===== config.mk =====
export PLATFORM = sky130hd
export DESIGN_NAME = triumph_fetch_stage
export DESIGN_NICKNAME = d
export VERILOG_FILES = /design/src/rtl/triumph_fetch_stage.sv
export SDC_FILE = /design/constraint.sdc
export NUM_CORES = 1
export LEC_CHECK = 0
export ABC_AREA = 1
export BUFFER_PORTS_ARGS = -buffer_cell sky130_fd_sc_hd__buf_4
export CORE_ASPECT_RATIO = 0.7
export CORE_MARGIN = 2
export CORE_UTILIZATION = 58
export DETAILED_ROUTE_END_ITERATION = 7
export GPL_ROUTABILITY_DRIVEN = 0
export GPL_TIMING_DRIVEN = 0
export PLACE_DENSITY = 0.8
export SETUP_SLACK_MARGIN = 0.5
export SLEW_MARGIN = 20
export SYNTH_ARGS = -nofsm -noshare
export SYNTH_HDL_FRONTEND = slang
export SYNTH_SLANG_ARGS = --single-unit

===== constraint.sdc =====
create_clock -name clk_i -period 4.9 [get_ports clk_i]
set_input_delay 0.735 -clock clk_i [delete_from_list [all_inputs] [get_ports clk_i]]
set_output_delay 0.735 -clock clk_i [all_outputs]
set_load 0.1 [all_outputs]

===== src/rtl/triumph_fetch_stage.sv =====
// triumph_fetch_stage: fetch PC owner, in-order imem req/gnt/rvalid master, FIFO_DEPTH-entry {instr,pc} buffer to decode.
// Ports: clk_i/rst_i (sync, active-high); pc_mux_i/branch_target_i redirect; imem_req_o/imem_addr_o/imem_gnt_i request;
// imem_rvalid_i/imem_rdata_i in-order response; instr_valid_o/instr_o/instr_pc_o/instr_ready_i decode handshake;
// fetch_misalign_o sticky misaligned-target flag, active only when TRIUMPH_FETCH_MISALIGN_CHK_EN is defined.
module triumph_fetch_stage #(
  parameter logic [31:0] RESET_PC = 32'h0000_0000,
  parameter int FIFO_DEPTH = 4
) (
  input  logic        clk_i,
  input  logic        rst_i,
  input  logic        pc_mux_i,
  input  logic [31:0] branch_target_i,
  output logic        imem_req_o,
  output logic [31:0] imem_addr_o,
  input  logic        imem_gnt_i,
  input  logic        imem_rvalid_i,
  input  logic [31:0] imem_rdata_i,
  output logic        instr_valid_o,
  output logic [31:0] instr_o,
  output logic [31:0] instr_pc_o,
  input  logic        instr_ready_i,
  output logic        fetch_misalign_o
);
  localparam int AW = $clog2(FIFO_DEPTH);
  localparam int CW = AW + 1;
  logic [31:0] pc_q, tgt, rsp_pc;
  logic [31:0] data_q [FIFO_DEPTH];
  logic [31:0] addr_q [FIFO_DEPTH];
  logic [AW-1:0] wr_q, rd_q;
  logic [CW-1:0] cnt_q, out_q, drop_q;
  logic [CW:0] credit;
  logic mis_q, fire, rsp, push, pop;
  always_comb begin
    credit = {1'b0, cnt_q} + {1'b0, out_q};
    imem_req_o = !rst_i && !pc_mux_i && !mis_q && credit < (CW+1)'(FIFO_DEPTH);
    fire = imem_req_o && imem_gnt_i;
    rsp = imem_rvalid_i && out_q != '0;
    push = rsp && drop_q == '0;
    pop = cnt_q != '0 && instr_ready_i;
    // once drops are exhausted every in-flight request is post-redirect, so the oldest PC is pc_q minus 4 per outstanding
    rsp_pc = pc_q - 32'({out_q, 2'b00});
  end
  assign imem_addr_o = pc_q;
  assign instr_valid_o = cnt_q != '0;
  assign instr_o = instr_valid_o ? data_q[rd_q] : 32'h0;
  assign instr_pc_o = instr_valid_o ? addr_q[rd_q] : 32'h0;
  assign fetch_misalign_o = mis_q;
`ifdef TRIUMPH_FETCH_MISALIGN_CHK_EN
  assign tgt = branch_target_i;
  always_ff @(posedge clk_i) mis_q <= rst_i ? 1'b0 : pc_mux_i ? |branch_target_i[1:0] : mis_q;
`else
  assign tgt = {branch_target_i[31:2], 2'b00};
  assign mis_q = 1'b0;
`endif
  always_ff @(posedge clk_i) begin
    if (rst_i) begin
      pc_q <= RESET_PC;
      wr_q <= '0;
      rd_q <= '0;
      cnt_q <= '0;
      out_q <= '0;
      drop_q <= '0;
    end else begin
      out_q <= out_q + CW'(fire) - CW'(rsp);
      if (pc_mux_i) begin
        pc_q <= tgt;
        wr_q <= '0;
        rd_q <= '0;
        cnt_q <= '0;
        drop_q <= out_q + CW'(fire) - CW'(rsp);
      end else begin
        if (fire) pc_q <= pc_q + 32'd4;
        if (rsp && drop_q != '0) drop_q <= drop_q - CW'(1);
        if (push) begin
          data_q[wr_q] <= imem_rdata_i;
          addr_q[wr_q] <= rsp_pc;
          wr_q <= wr_q + AW'(1);
        end
        if (pop) rd_q <= rd_q + AW'(1);
        cnt_q <= cnt_q + CW'(push) - CW'(pop);
      end
    end
  end
  always @(posedge clk_i)
    if (!rst_i && imem_rvalid_i) assert (out_q != '0) else $error("rvalid with no outstanding request");
endmodule


# Yosys cells after proc, flatten, opt, wreduce, memory -nomap -nowiden
# Memories as Yosys holds them, arrays and structs flattened. A register that Yosys moved wholly into a read port is not among the register bits.
# Cells that the tools add are included.
totals:
  regBits: 45
  latchBits: 0
  ramBits: 256
  mem_bits_ro: 0
  in_bits: 70
  mem_count: 2
memory_table:
  columns: ["name", "depth", "word_bits", "read_ports", "rd_ports_with_merged_regs", "wr", "line", "text"]
  rows:
  - ["addr_q", 4, 32, 1, 1, 1, "28", "logic [31:0] addr_q [FIFO_DEPTH];"]
  - ["data_q", 4, 32, 1, 1, 1, "27", "logic [31:0] data_q [FIFO_DEPTH];"]
op_classes:
  addsub: 10
  mul: 0
  div: 0
  n_lt_le_gt_ge: 1
  eq_ne: 0
  shifts: 0
  n_mux: 14
  bitwise_logic: 0
  reduce_logical: 16
op_table:
  columns: ["cell", "n"]
  rows:
  - ["two-way mux 32 bit", 4]
  - ["adder 32 x 3 -> 32 bit (second input constant)", 1]
  - ["subtractor 32 x 5 -> 32 bit", 1]
  - ["nonzero test 3 bit", 3]
  - ["two-way mux 2 bit", 4]
  - ["logical AND 1 bit", 7]
  - ["adder 3 x 1 -> 3 bit", 2]
  - ["two-way mux 3 bit", 2]
  - ["subtractor 3 x 1 -> 3 bit", 2]
  - ["adder 2 x 1 -> 2 bit (second input constant)", 2]
  - ["adder 3 x 3 -> 4 bit", 1]
  - ["< comparator 4 x 3 -> 1 bit (second input constant)", 1]
  - ["two-way mux 1 bit", 4]
  - ["nonzero test 2 bit", 2]
  - ["logical NOT 3 bit", 1]
  - ["subtractor 3 x 1 -> 3 bit (second input constant)", 1]
  - ["logical NOT 1 bit", 2]
  - ["OR reduction 2 bit", 1]

# Longest topological paths before layout
logic_depth:
  ltp_word: 7
  ltp_mapped: 16
  mapped_depth_nobuf: 15

# Worst setup path after synthesis
# Ideal clock, no wire load.
synth_timing:
  path_kind: "input port to flip-flop"
  start: "input rst_i"
  end: "register drop_q[2]"
  setup_time_ps: 110
  arrival_time_ps: 4286
  required_ps: 4790
  setup_slack_ps: 504
  path_stages: 16
  path_cell_list: "buf_6 nor2_4 nand2_4 nor2_1 nand2_1 buf_2 ha_1 inv_1 ha_1 fa_1 xor2_1 xor2_1 nand2_1 nand3_1 nand2_1 inv_1"
synth_via:
  elab_chain_cells: 7
synth_rtl:
  columns: ["item", "line", "text"]
  rows:
  - ["from (decl)", "10", "input logic rst_i,"]
  - ["logical NOT 1 bit", null, null]
  - ["logical AND 1 bit (2 in a row)", "35", "imem_req_o = !rst_i && !pc_mux_i && !mis_q && credit < (CW+1)'(FIFO_DEPTH);"]
  - ["named net imem_req_o", "13", "output logic imem_req_o,"]
  - ["logical AND 1 bit", "36", "fire = imem_req_o && imem_gnt_i;"]
  - ["adder 3 x 1 -> 3 bit", "70", "drop_q <= out_q + CW'(fire) - CW'(rsp);"]
  - ["subtractor 3 x 1 -> 3 bit", "70", null]
  - ["two-way mux 3 bit", "65", "if (pc_mux_i) begin"]
  - ["to (signal assigned)", "70", null]
  - ["to (signal assigned)", "73", "if (rsp && drop_q != '0) drop_q <= drop_q - CW'(1);"]
  - ["to (decl)", "30", "logic [CW-1:0] cnt_q, out_q, drop_q;"]
# The timed path passes the listed nets, and every way through them passes these cells.
# A chain may end at the register's enable or synchronous reset.

==> flow_summary.ini <==
[yosys]
synth_top_cells_by_area = edfxtp_1, nor2_1, dfxtp_1
synth_commonest_cells = nor2_1, edfxtp_1, nand2_1, o21ai_0, a21oi_1
synth_area_mm2 = 0.01341
synth_cell_types = 34
yosysTopAreaCell = edfxtp_1
synthArstFlopShare = 0
ys.flop_type = edfxtp_1
ys_seq_area_frac = 0.6227
yosysWarnings = 0
synth_most_common_cell = nor2_1
avgSynthCellArea_um2 = 9.562
yosysTopAreaCellShare = 0.5555
syn_inst = 1402
ys_ff_latch = 293
synth-edff-count = 248

[global_route]
grtUsageMet3 = 0.04490
grt.busiest_layer = met2
use_met1 = 0.4156
grt_start_max_net_pins = 25
grt.total_usage = 0.2773
met2_usage = 0.4310
grt_pass1_vias = 9872
grt_pass1_wl_mm = 52.49
gr-total-overflow = 0
antenna_found_initial = 0

[clocking]
clock_path_buffers = 3
cts_tree = built
post_cts.repair.setup_buffers = 0
cts_buffers = 28
cts_root_buf = clkbuf_16
cts_hold_buf = 0
ctsResizeCount = 0
htreeDepth = 1
insertion_delay_ns = 0.53
path_clk_slew_ns = 0.07
cts_num_sinks = 293

[sta]
rsz0062_at_grt = no
drv_slew = 0
fmax_mhz = 271.5
worst_pin_slew_ns = 1.042
fin_worst_skew_ns = 0.009332
tns_ns = 0
min_period_ns = 3.683
setup_viol = 0
slew_headroom = 0.3015
hold_viol_final = 0
fin_crit_sh = 0.7516

[detailed_routing]
drtIter0Drc = 1021
drc = 0
viasPerCell = 5.503
wl_mm = 34.25
dr_total_vias = 10670
wl_per_cell_um = 17.67
ant_nets = 0
dr.pass1.iters = 5

[final_layout]
area_delta_synth_final_pct = 20.41
finalNonFillerCells = 1939
multi_input_area_mm2 = 0.004395
n_antenna_cell = 0
layout.nets = 1694
fill_cells = 1684
regArea_mm2 = 0.008348
drive_above_1_share = 0.1506

[placed_design]
portBuffers = 160
placedCellCount = 1887
dp_hpwl_mm = 23.86

[floorplanning]
die-area_mm2 = 0.02436
std_cell_rows = 46
core_area_mm2 = 0.02268
initial_core_util = 0.5911
io_pins = 169
die_w_um = 185.7
die_y_um = 131.2

[critical_path]
crit_path_end_kind = output pin
ff2ff_path_depth = 16
worstSetupStartpointType = flop
cp.arrival_ns = 2.95
path_class = flop to output pin
critPathMaxFanout = 10
cp.required_ns = 4.16

[run]
max_cap_violations = 0

[worst_hold_path]
hold_path.class = input pin to flop
holdPathStages = 1

[power_and_ir_drop]
p_leak_nw = 6.290
power.density_mw_per_mm2 = 435.9
ir_worst_vdd_mv = 0.2959

[status]
run_status = finished, final reports clean
[through the flow]
step / util / worst slack [ns] / total power [mW] / instance area, um^2 / hold WS (ns)
after floorplan: - / 0.5038 / 4.434 / 13420 / 0.4356
after global placement: 0.6620 / -1.484 / 4.903 / 15010 / 0.4482
after detailed placement: 0.6723 / 1.435 / 4.950 / 15240 / 0.4645
after CTS: 0.7118 / 1.136 / 7.036 / 16140 / 0.3860
after global routing: 0.7118 / 1.058 / 7.267 / 16140 / 0.3893
final: 0.7118 / 1.217 / 7.037 / 16140 / 0.4006
[cell families after synthesis]
kind of cell             share of synthesized area
AND/OR/NAND/NOR                             0.1912
other                                    0.0002797
buffers and inverters                      0.05273
flip-flops                                  0.6227
AO/OA/AOI/OAI                              0.09334
XOR/XNOR                                   0.02025
adder cells (fa/ha/maj)                    0.01941
[final cells by class]
class                           instances  area share
Buffer                                 78     0.02170
Timing Repair Buffer                  169     0.08697
Tap cell                              312     0.02418
Inverter                               95     0.02209
Clock buffer                           38     0.04767
Multi-Input combinational cell        940      0.2723
Clock inverter                         14    0.007906
Sequential cell                       293      0.5172
[worst max-delay path, stage by stage (launching register included)]
cell	delay (ns)
dfxtp_1	0.30
buf_2	0.18
inv_2	0.15
clkbuf_1	0.43
clkbuf_1	0.43
o21ai_0	0.17
a21oi_1	0.36
buf_4	0.37
[metal layers]
| metal | part of all wire | vias up |
|---|---|---|
| li1 | - | 5091 |
| met1 | 0.44 | 5027 |
| met2 | 0.45 | 511 |
| met3 | 0.093 | 42 |
| met4 | 0.016 | 0 |
| met5 | 0 | - |
[sequential cells by signal, indices dropped and copies added, names as in the netlist, named ones only]
signal / count
data_q: 128
addr_q: 120
imem_addr_o: 30
cnt_q: 3
drop_q: 3
out_q: 3
rd_q: 2
wr_q: 2
[power by group]
part / total (mW) / switching (mW) / internal [mW]
combinational: 1.99 / 1.56 / 0.428
clock: 2.12 / 0.912 / 1.21
sequential: 2.92 / 0.0533 / 2.87
[path summary, 6_finish.rpt]
path,startpoint,to,slack [ns]
worst min-delay path,imem_rdata_i[8],data_q[0][8]$_DFFE_PP_,0.40
worst max-delay path,flop,instr_pc_o[16],1.22
worst min register to register,rd_q[1]$_SDFFE_PP0P_,rd_q[1]$_SDFFE_PP0P_,0.48
worst max register to register,cnt_q[2]$_SDFF_PP0_,drop_q[2]$_SDFFE_PP0P_,1.74
[placed cells by master, fill, tap and decap left out, types with 7 or more instances in the layout]
cell type / netlist / final
buf_1: 7 / 7
dfxtp_1: 45 / 45
edfxtp_1: 248 / 248
clkbuf_1: 50 / 58
clkbuf_16: 0 / 29
nor2_1: 351 / 347
buf_4: 5 / 165
nand2_1: 198 / 198
o21ai_0: 142 / 142
ha_1: 16 / 16
xor2_1: 26 / 26
nand3_1: 70 / 70
inv_1: 92 / 92
a21oi_1: 96 / 96
buf_2: 13 / 13
(Power assumes the default switching activity.)
